**config.mk**
```make
export PLATFORM = sky130hd
export DESIGN_NAME = avalon_sink
export DESIGN_NICKNAME = d
export VERILOG_FILES = /design/src/rtl/avalon_sink.sv
export SDC_FILE = /design/constraint.sdc
export NUM_CORES = 1
export LEC_CHECK = 0
export CORE_ASPECT_RATIO = 1.1
export CORE_MARGIN = 4
export CORE_UTILIZATION = 35
export DETAILED_ROUTE_END_ITERATION = 10
export PLACE_DENSITY = 0.59
export SLEW_MARGIN = 30
export SYNTH_ARGS = -nofsm -noshare
export SYNTH_HDL_FRONTEND = slang
export SYNTH_SLANG_ARGS = --single-unit
```
**constraint.sdc**
```tcl
create_clock -name clk -period 2.8 [get_ports clk]
set_clock_uncertainty 0.05 [all_clocks]
set_input_delay 0.42 -clock clk [delete_from_list [all_inputs] [get_ports clk]]
set_output_delay 0.42 -clock clk [all_outputs]
set_load 0.01 [all_outputs]
```
**src/rtl/avalon_sink.sv**
```systemverilog
// Streaming sink: DEPTH-beat circular buffer fed by a valid/ready handshake, plus a
// 4,5,6 frame checker on accepted beats. Define AVALON_SINK_BACKPRESSURE_EN to stall every 4th cycle.
module avalon_sink #(
  parameter int DEPTH = 4,
  parameter int DW    = 8
) (
  input  logic                     clk,
  input  logic                     reset,
  input  logic                     valid,
  input  logic [DW-1:0]            data,
  output logic                     ready,
  input  logic                     out_ready,
  output logic                     out_valid,
  output logic [DW-1:0]            out_data,
  output logic [$clog2(DEPTH):0]   level,
  output logic                     frame_done,
  output logic                     err,
  output logic [7:0]               frame_count,
  output logic [7:0]               err_count
);
  localparam int AW = $clog2(DEPTH);
  localparam logic [AW:0] FULL_LVL = (AW+1)'(DEPTH);

  typedef enum logic [1:0] {EXP4, EXP5, EXP6} state_t;

  logic [DEPTH-1:0][DW-1:0] mem;
  logic [AW-1:0]            wr_ptr, rd_ptr;
  logic                     full, push, pop;
  state_t                   state, state_nxt;
  logic                     done_d, err_d;

  assign full = (level == FULL_LVL);

`ifdef AVALON_SINK_BACKPRESSURE_EN
  logic [1:0] bp_cnt;
  always_ff @(posedge clk) begin
    if (reset) bp_cnt <= 2'd0;
    else       bp_cnt <= bp_cnt + 2'd1;
  end
  assign ready = !full && (bp_cnt != 2'd3);
`else
  assign ready = !full;
`endif

  // ready is derived from the pre-edge level, so a pop never opens a slot the same cycle
  assign push      = valid && ready;
  assign out_valid = (level != '0);
  assign pop       = out_valid && out_ready;
  assign out_data  = mem[rd_ptr];

  always_ff @(posedge clk) begin
    if (push) mem[wr_ptr] <= data;
  end

  always_ff @(posedge clk) begin
    if (reset) begin
      wr_ptr <= '0;
      rd_ptr <= '0;
      level  <= '0;
    end else begin
      if (push) wr_ptr <= wr_ptr + AW'(1);
      if (pop)  rd_ptr <= rd_ptr + AW'(1);
      case ({push, pop})
        2'b10:   level <= level + (AW+1)'(1);
        2'b01:   level <= level - (AW+1)'(1);
        default: level <= level;
      endcase
    end
  end

  always_ff @(posedge clk) begin
    if (reset) state <= EXP4;
    else       state <= state_nxt;
  end

  // A stray 4 always restarts the frame as its first beat
  always_comb begin
    state_nxt = state;
    done_d    = 1'b0;
    err_d     = 1'b0;
    if (push) begin
      case (state)
        EXP4: begin
          if (data == DW'(4)) state_nxt = EXP5;
          else                err_d     = 1'b1;
        end
        EXP5: begin
          if (data == DW'(5)) state_nxt = EXP6;
          else begin
            err_d     = 1'b1;
            state_nxt = (data == DW'(4)) ? EXP5 : EXP4;
          end
        end
        EXP6: begin
          if (data == DW'(6)) begin
            done_d    = 1'b1;
            state_nxt = EXP4;
          end else begin
            err_d     = 1'b1;
            state_nxt = (data == DW'(4)) ? EXP5 : EXP4;
          end
        end
        default: state_nxt = EXP4;
      endcase
    end
  end

  always_ff @(posedge clk) begin
    if (reset) begin
      frame_done  <= 1'b0;
      err         <= 1'b0;
      frame_count <= 8'd0;
      err_count   <= 8'd0;
    end else begin
      frame_done <= done_d;
      err        <= err_d;
      if (done_d) frame_count <= frame_count + 8'd1;
      if (err_d && err_count != 8'hFF) err_count <= err_count + 8'd1;
    end
  end
endmodule

```
; ---- Word level (Yosys, flattened, before mapping)
; Cells that the tools add are included.
[totals]
output_inout_bits = 31
wordCells = 59
ff_bits = 59
input_bits = 12
[classes]
n_eq_ne = 10
order_cmp = 3
add_sub_neg = 6
n_reduce_logical = 9
n_mux = 19
[op_table]
columns = cell, count
row1 = $bwmux W32, 1
row2 = $eq A8 B3 Y1 const B, 3
row3 = $add A8 B1 Y8 const B, 2
row4 = $bmux W8 S2, 1
row5 = $demux W8 S2, 1
row6 = $mux W8, 2
row7 = $mux W1, 9
row8 = $ne A8 B8 Y1 const B, 1
row9 = $lt A2 B3 Y1 const B, 2
row10 = $pmux W2 S3, 1
row11 = $pmux W3 S2, 1
row12 = $add A2 B1 Y2 const B, 2
row13 = $eq A2 B1 Y1 const B, 2
row14 = $eq A2 B2 Y1 const B, 2
row15 = $logic_and A1 B1 Y1, 4
row16 = $mux W2, 2
row17 = $add A3 B1 Y3 const B, 1
row18 = $eq A3 B3 Y1 const B, 1
row19 = $pmux W1 S3, 1
row20 = $reduce_bool A3 Y1, 1
row21 = $sub A3 B1 Y3 const B, 1
row22 = $ge A2 B1 Y1 const B, 1
row23 = $logic_not A2 Y1, 1
row24 = $ne A2 B2 Y1 const B, 1
row25 = 3 further kinds, 3

; ---- Depth between registers and ports, before layout
[logic_depth]
ltp_word = 5
ltp_mapped = 10
ltp_nobuf = 9

; ---- Worst setup path before layout
; Ideal clock, no wire load.
[synth_timing]
kind = register -> register
start = register level[2]
end = register level[2]
setup_ps = 70
arrival_time_ps = 2374
setup_slack_ps = 306
path_buffers = 1
path_stages_with_launch = 11
cell_sequence = dfxtp_1 -> or3b_1 -> buf_6 -> and2_4 -> inv_1 -> ha_1 -> inv_1 -> fa_1 -> xor2_1 -> or3_1 -> a21oi_1
[synth_between]
elab_chain_cells = 5
elab_cells_between_ends = 11
classes_between = add/sub (2) / eq/ne (3) / mux (1) / reduce/logical (5)
[synth_rtl]
columns = item, line_no
row1 = from (decl), 15  ; output logic [$clog2(DEPTH):0] level,
row2 = from (signal assigned), 64  ; 2'b10: level <= level + (AW+1)'(1);
row3 = from (signal assigned), 65  ; 2'b01: level <= level - (AW+1)'(1);
row4 = from (signal assigned), 66  ; default: level <= level;
row5 = $eq A3 B3 Y1 *, 32  ; assign full = (level == FULL_LVL);
row6 = $logic_not A1 Y1 *, 42  ; assign ready = !full;
row7 = net ready, 11  ; output logic ready,
row8 = $logic_and A1 B1 Y1 *, 46  ; assign push = valid && ready;
row9 = $eq A2 B1 Y1 / $eq A2 B2 Y1 (equally long branches), 63  ; case ({push, pop})
row10 = $pmux W3 S2 / $reduce_bool A2 Y1 (equally long branches), n/a
; Mark *: on every way through the listed nets, which the timed path passes. The rest lies on a longest branch.
; A chain may end at the register's enable or synchronous reset.

; ---- Worst setup path in the final report
[layout_timing]
start = register level[0]
end = register level[2]
[layout_between]
elab_chain_cells = 5
elab_cells_between_ends = 11
classes_between = add/sub (2) / eq/ne (3) / mux (1) / reduce/logical (5)
[layout_rtl]
columns = item, line_no
row1 = $eq A3 B3 Y1, 32
row2 = $logic_not A1 Y1, 42
row3 = $logic_and A1 B1 Y1, 46
row4 = $eq A2 B1 Y1 / $eq A2 B2 Y1 (equally long branches), 63
row5 = $pmux W3 S2 / $reduce_bool A2 Y1 (equally long branches), n/a
; Parallel ways exist; a longest one is shown, timed or not.

==> flow_metrics.env <==
export IMPL_max_freq_ghz=0.401
export IMPL_layout_min_cycle_time_ns=2.49
export IMPL_yosysSeqAreaShare=0.582
export IMPL_reg2reg_from="level[0]"
export IMPL_cts_hold_repair_buffers=0
export IMPL_hold_start="wr_ptr[1]"
export IMPL_postCtsSetupRepairBufs=0
export IMPL_drt_wl_total_mm=4.89
export IMPL_p_leak_nw=1.10
export IMPL_setup_viol=0
export IMPL_netlist_area_um2=2580
export IMPL_num_vias=1658
export IMPL_cp_start_kind="flop"
export IMPL_area_growth_pct=29.3
export IMPL_cts_sinks=59
export IMPL_final_antenna_net_count=0
export IMPL_synth_seq_cells=59
export IMPL_maxSlewHeadroom=0.599
export IMPL_dpl_worst_slack_ns=0.238
export IMPL_diodes=0
export IMPL_peakVddDrop_mv=0.286
export IMPL_required_ns=3.00
export IMPL_finalNonFillerCells=345
export IMPL_outcome="finished, final reports clean"
export IMPL_io_pins=43
export IMPL_grt_ovfl_total=0
export IMPL_fp_dieH_um=98.0
export IMPL_cts_inserted_buffers=9
export IMPL_drv_cap=0
export IMPL_start_util=0.364
export IMPL_grt_pass1_wl_mm=8.16
export IMPL_drc=0
export IMPL_place_congestion=0.765
export IMPL_crit_path_max_fanout=7
export IMPL_dp_cells=329
export IMPL_maxSlewViolCount=0
export IMPL_yosysUniqueCellTypes=40
export IMPL_clk_pin_slew_ns=0.06
export IMPL_reg2reg_setup_slack_ns=0.31
export IMPL_htree_levels=3
export IMPL_placementRows=32
export IMPL_synth_cells=206
export IMPL_worst_setup_path_type="flop to flop"
export IMPL_core_area_um2=7090
export IMPL_setup_ws_ns=0.308
export IMPL_async_flop_share=0
export IMPL_synth_edf_count=32
export IMPL_crit_arrival_ns=2.69
export IMPL_port_buffers=42
export IMPL_ys_warnings_count=0
export IMPL_grt_usage=0.119
export IMPL_insertion_delay_ns=0.34
export IMPL_drtIter0Drc=59
export IMPL_min_to="wr_ptr[1]"
export IMPL_hold_viol_final=0
export IMPL_period_share=0.890
export IMPL_r2r_end="level[2]"
export IMPL_min_path_type="flop to flop"
export IMPL_holdPathStages=2
export IMPL_reg2reg_depth=9
export IMPL_dp_hpwl_mm=3.36
export IMPL_avgRoutedWirePerCell_um=14.2
export IMPL_placed_cell_area_um2=3090
export IMPL_design_area_um2=3340
export IMPL_fp_dieW_um=89.9
export IMPL_fin_nets=275
export IMPL_clock_root_buffer="clkbuf_8"
export IMPL_syn_area_per_cell_um2=12.5
export IMPL_post_cts_resized=0
export IMPL_critPathCaptureType="flop"
export IMPL_powerDensity_nw_per_um2=790
export IMPL_syn_nets=226
export IMPL_drtPass1Iterations=4
export IMPL_ys_flop_type="edfxtp_1"
export IMPL_worst_slew_pin_slew_ns=0.600
export IMPL_finalSetupTns_ns=0
export IMPL_die_area_um2=8810
export IMPL_antenna_found_initial=0
export IMPL_grt_pass1_vias=1683
export IMPL_final_layout_size_suffix_gt1_frac=0.142
export IMPL_rsz0062_at_grt="no"
export IMPL_clockBufferDepth=2
export IMPL_viasPerCell=4.81
export IMPL_cts_tree="done"
export IMPL_grt_max_degree=18
## state kept, by name, indices dropped and copies added, names as in the netlist
register / cells
mem: 32
err_count: 8
frame_count: 8
level: 3
rd_ptr: 2
state: 2
wr_ptr: 2
err: 1
frame_done: 1
## per-layer routing
layer	share of wire	global-route usage	up-vias
met5	0	0	-
met4	0.022	0.0671	0
met3	0.036	0.0324	10
met2	0.46	0.186	37
met1	0.48	0.149	758
li1	-	-	853
## kinds of logic (layout without fill, tap and decap cells)
group	after synthesis	count (layout)	share of synthesized area
adder cells (fa/ha/maj)	8	8	0.0417
buffers and inverters	20	74	0.0359
XOR/XNOR	12	12	0.0407
flip-flops	59	59	0.582
multiplexers	10	10	0.0800
AND/OR/NAND/NOR	72	72	0.155
AO/OA/AOI/OAI	25	25	0.0645
## cells in the mapped netlist, drive strengths merged (4+ instances only)
| cell type | n | share of area |
|---|---|---|
| inv | 12 | 0.017 |
| dfxtp | 27 | 0.21 |
| nand2 | 15 | 0.023 |
| o21ai | 4 | 0.0078 |
| nor4 | 7 | 0.017 |
| or3 | 4 | 0.0097 |
| nor4b | 4 | 0.018 |
| mux4 | 8 | 0.070 |
| ha | 7 | 0.034 |
| and3 | 5 | 0.012 |
| edfxtp | 32 | 0.37 |
| nor2 | 21 | 0.032 |
| xnor2 | 9 | 0.031 |
| buf | 5 | 0.014 |
| a21oi | 14 | 0.027 |
## critical path, stage by stage (launching register included)
cell	delay (ns)
dfxtp_1	0.35
or3b_1	0.50
and2_4	0.23
inv_1	0.07
ha_1	0.18
inv_1	0.06
fa_1	0.37
xor2_1	0.15
or3_1	0.31
a21oi_1	0.14
## where the power goes
group	switching, mW	leakage [nW]	internal, mW
clock	0.351	0.120	0.596
combinational	0.284	0.468	0.351
sequential	0.0510	0.513	1.00
total	0.687	1.10	1.95
## worst max-delay path by stage
stage / from / endpoint / slack (ns)
3_3_place_gp: data[0] / err_count[5] / 0.28
2_1_floorplan: level[2] / level[2] / 0.31
4_1_cts: level[0] / level[2] / 0.29
3_5_place_dp: valid / level[2] / 0.24
5_1_grt: level[2] / level[2] / 0.15
6_report: level[0] / level[2] / 0.31
## through the flow
step	util	hold WS, ns	total power [mW]
final	0.471	0.448	2.64
after CTS	0.471	0.454	2.68
after floorplan	-	0.419	1.45
after detailed placement	0.436	0.442	1.72
after global placement	0.436	0.441	1.71
after global routing	0.471	0.485	2.78
## cell usage in the layout (no fill, tap or decap), types with 2 or more instances in the layout
cell type and n:
ha_1 7, o31ai_1 3, or3b_1 2, a21oi_1 14, xor2_1 3, clkdlybuf4s50_1 42
clkinv_4 2, and3_1 5, nor4b_2 2, edfxtp_1 32, xnor2_1 9, dfxtp_1 27
nand3_1 2, nor4b_1 2, bufinv_16 3, or4_1 2, nor3_1 3, nor4_1 7
buf_4 4, nand2_1 14, or3_1 4, and2_1 2, nor2_1 20, nor2b_1 2
o21ai_0 4, mux4_2 8, clkbuf_8 9, inv_1 12
## final cells by class
cell class	instances	area [um^2]
fillers	634	3750
flip-flops and latches	59	1500
multi-input cells	127	986
repair buffers	46	450
clock buffers	9	124
clock inverters	7	124
well taps	85	106
inverters	12	45.0
Power figures use the tool's default switching activity.
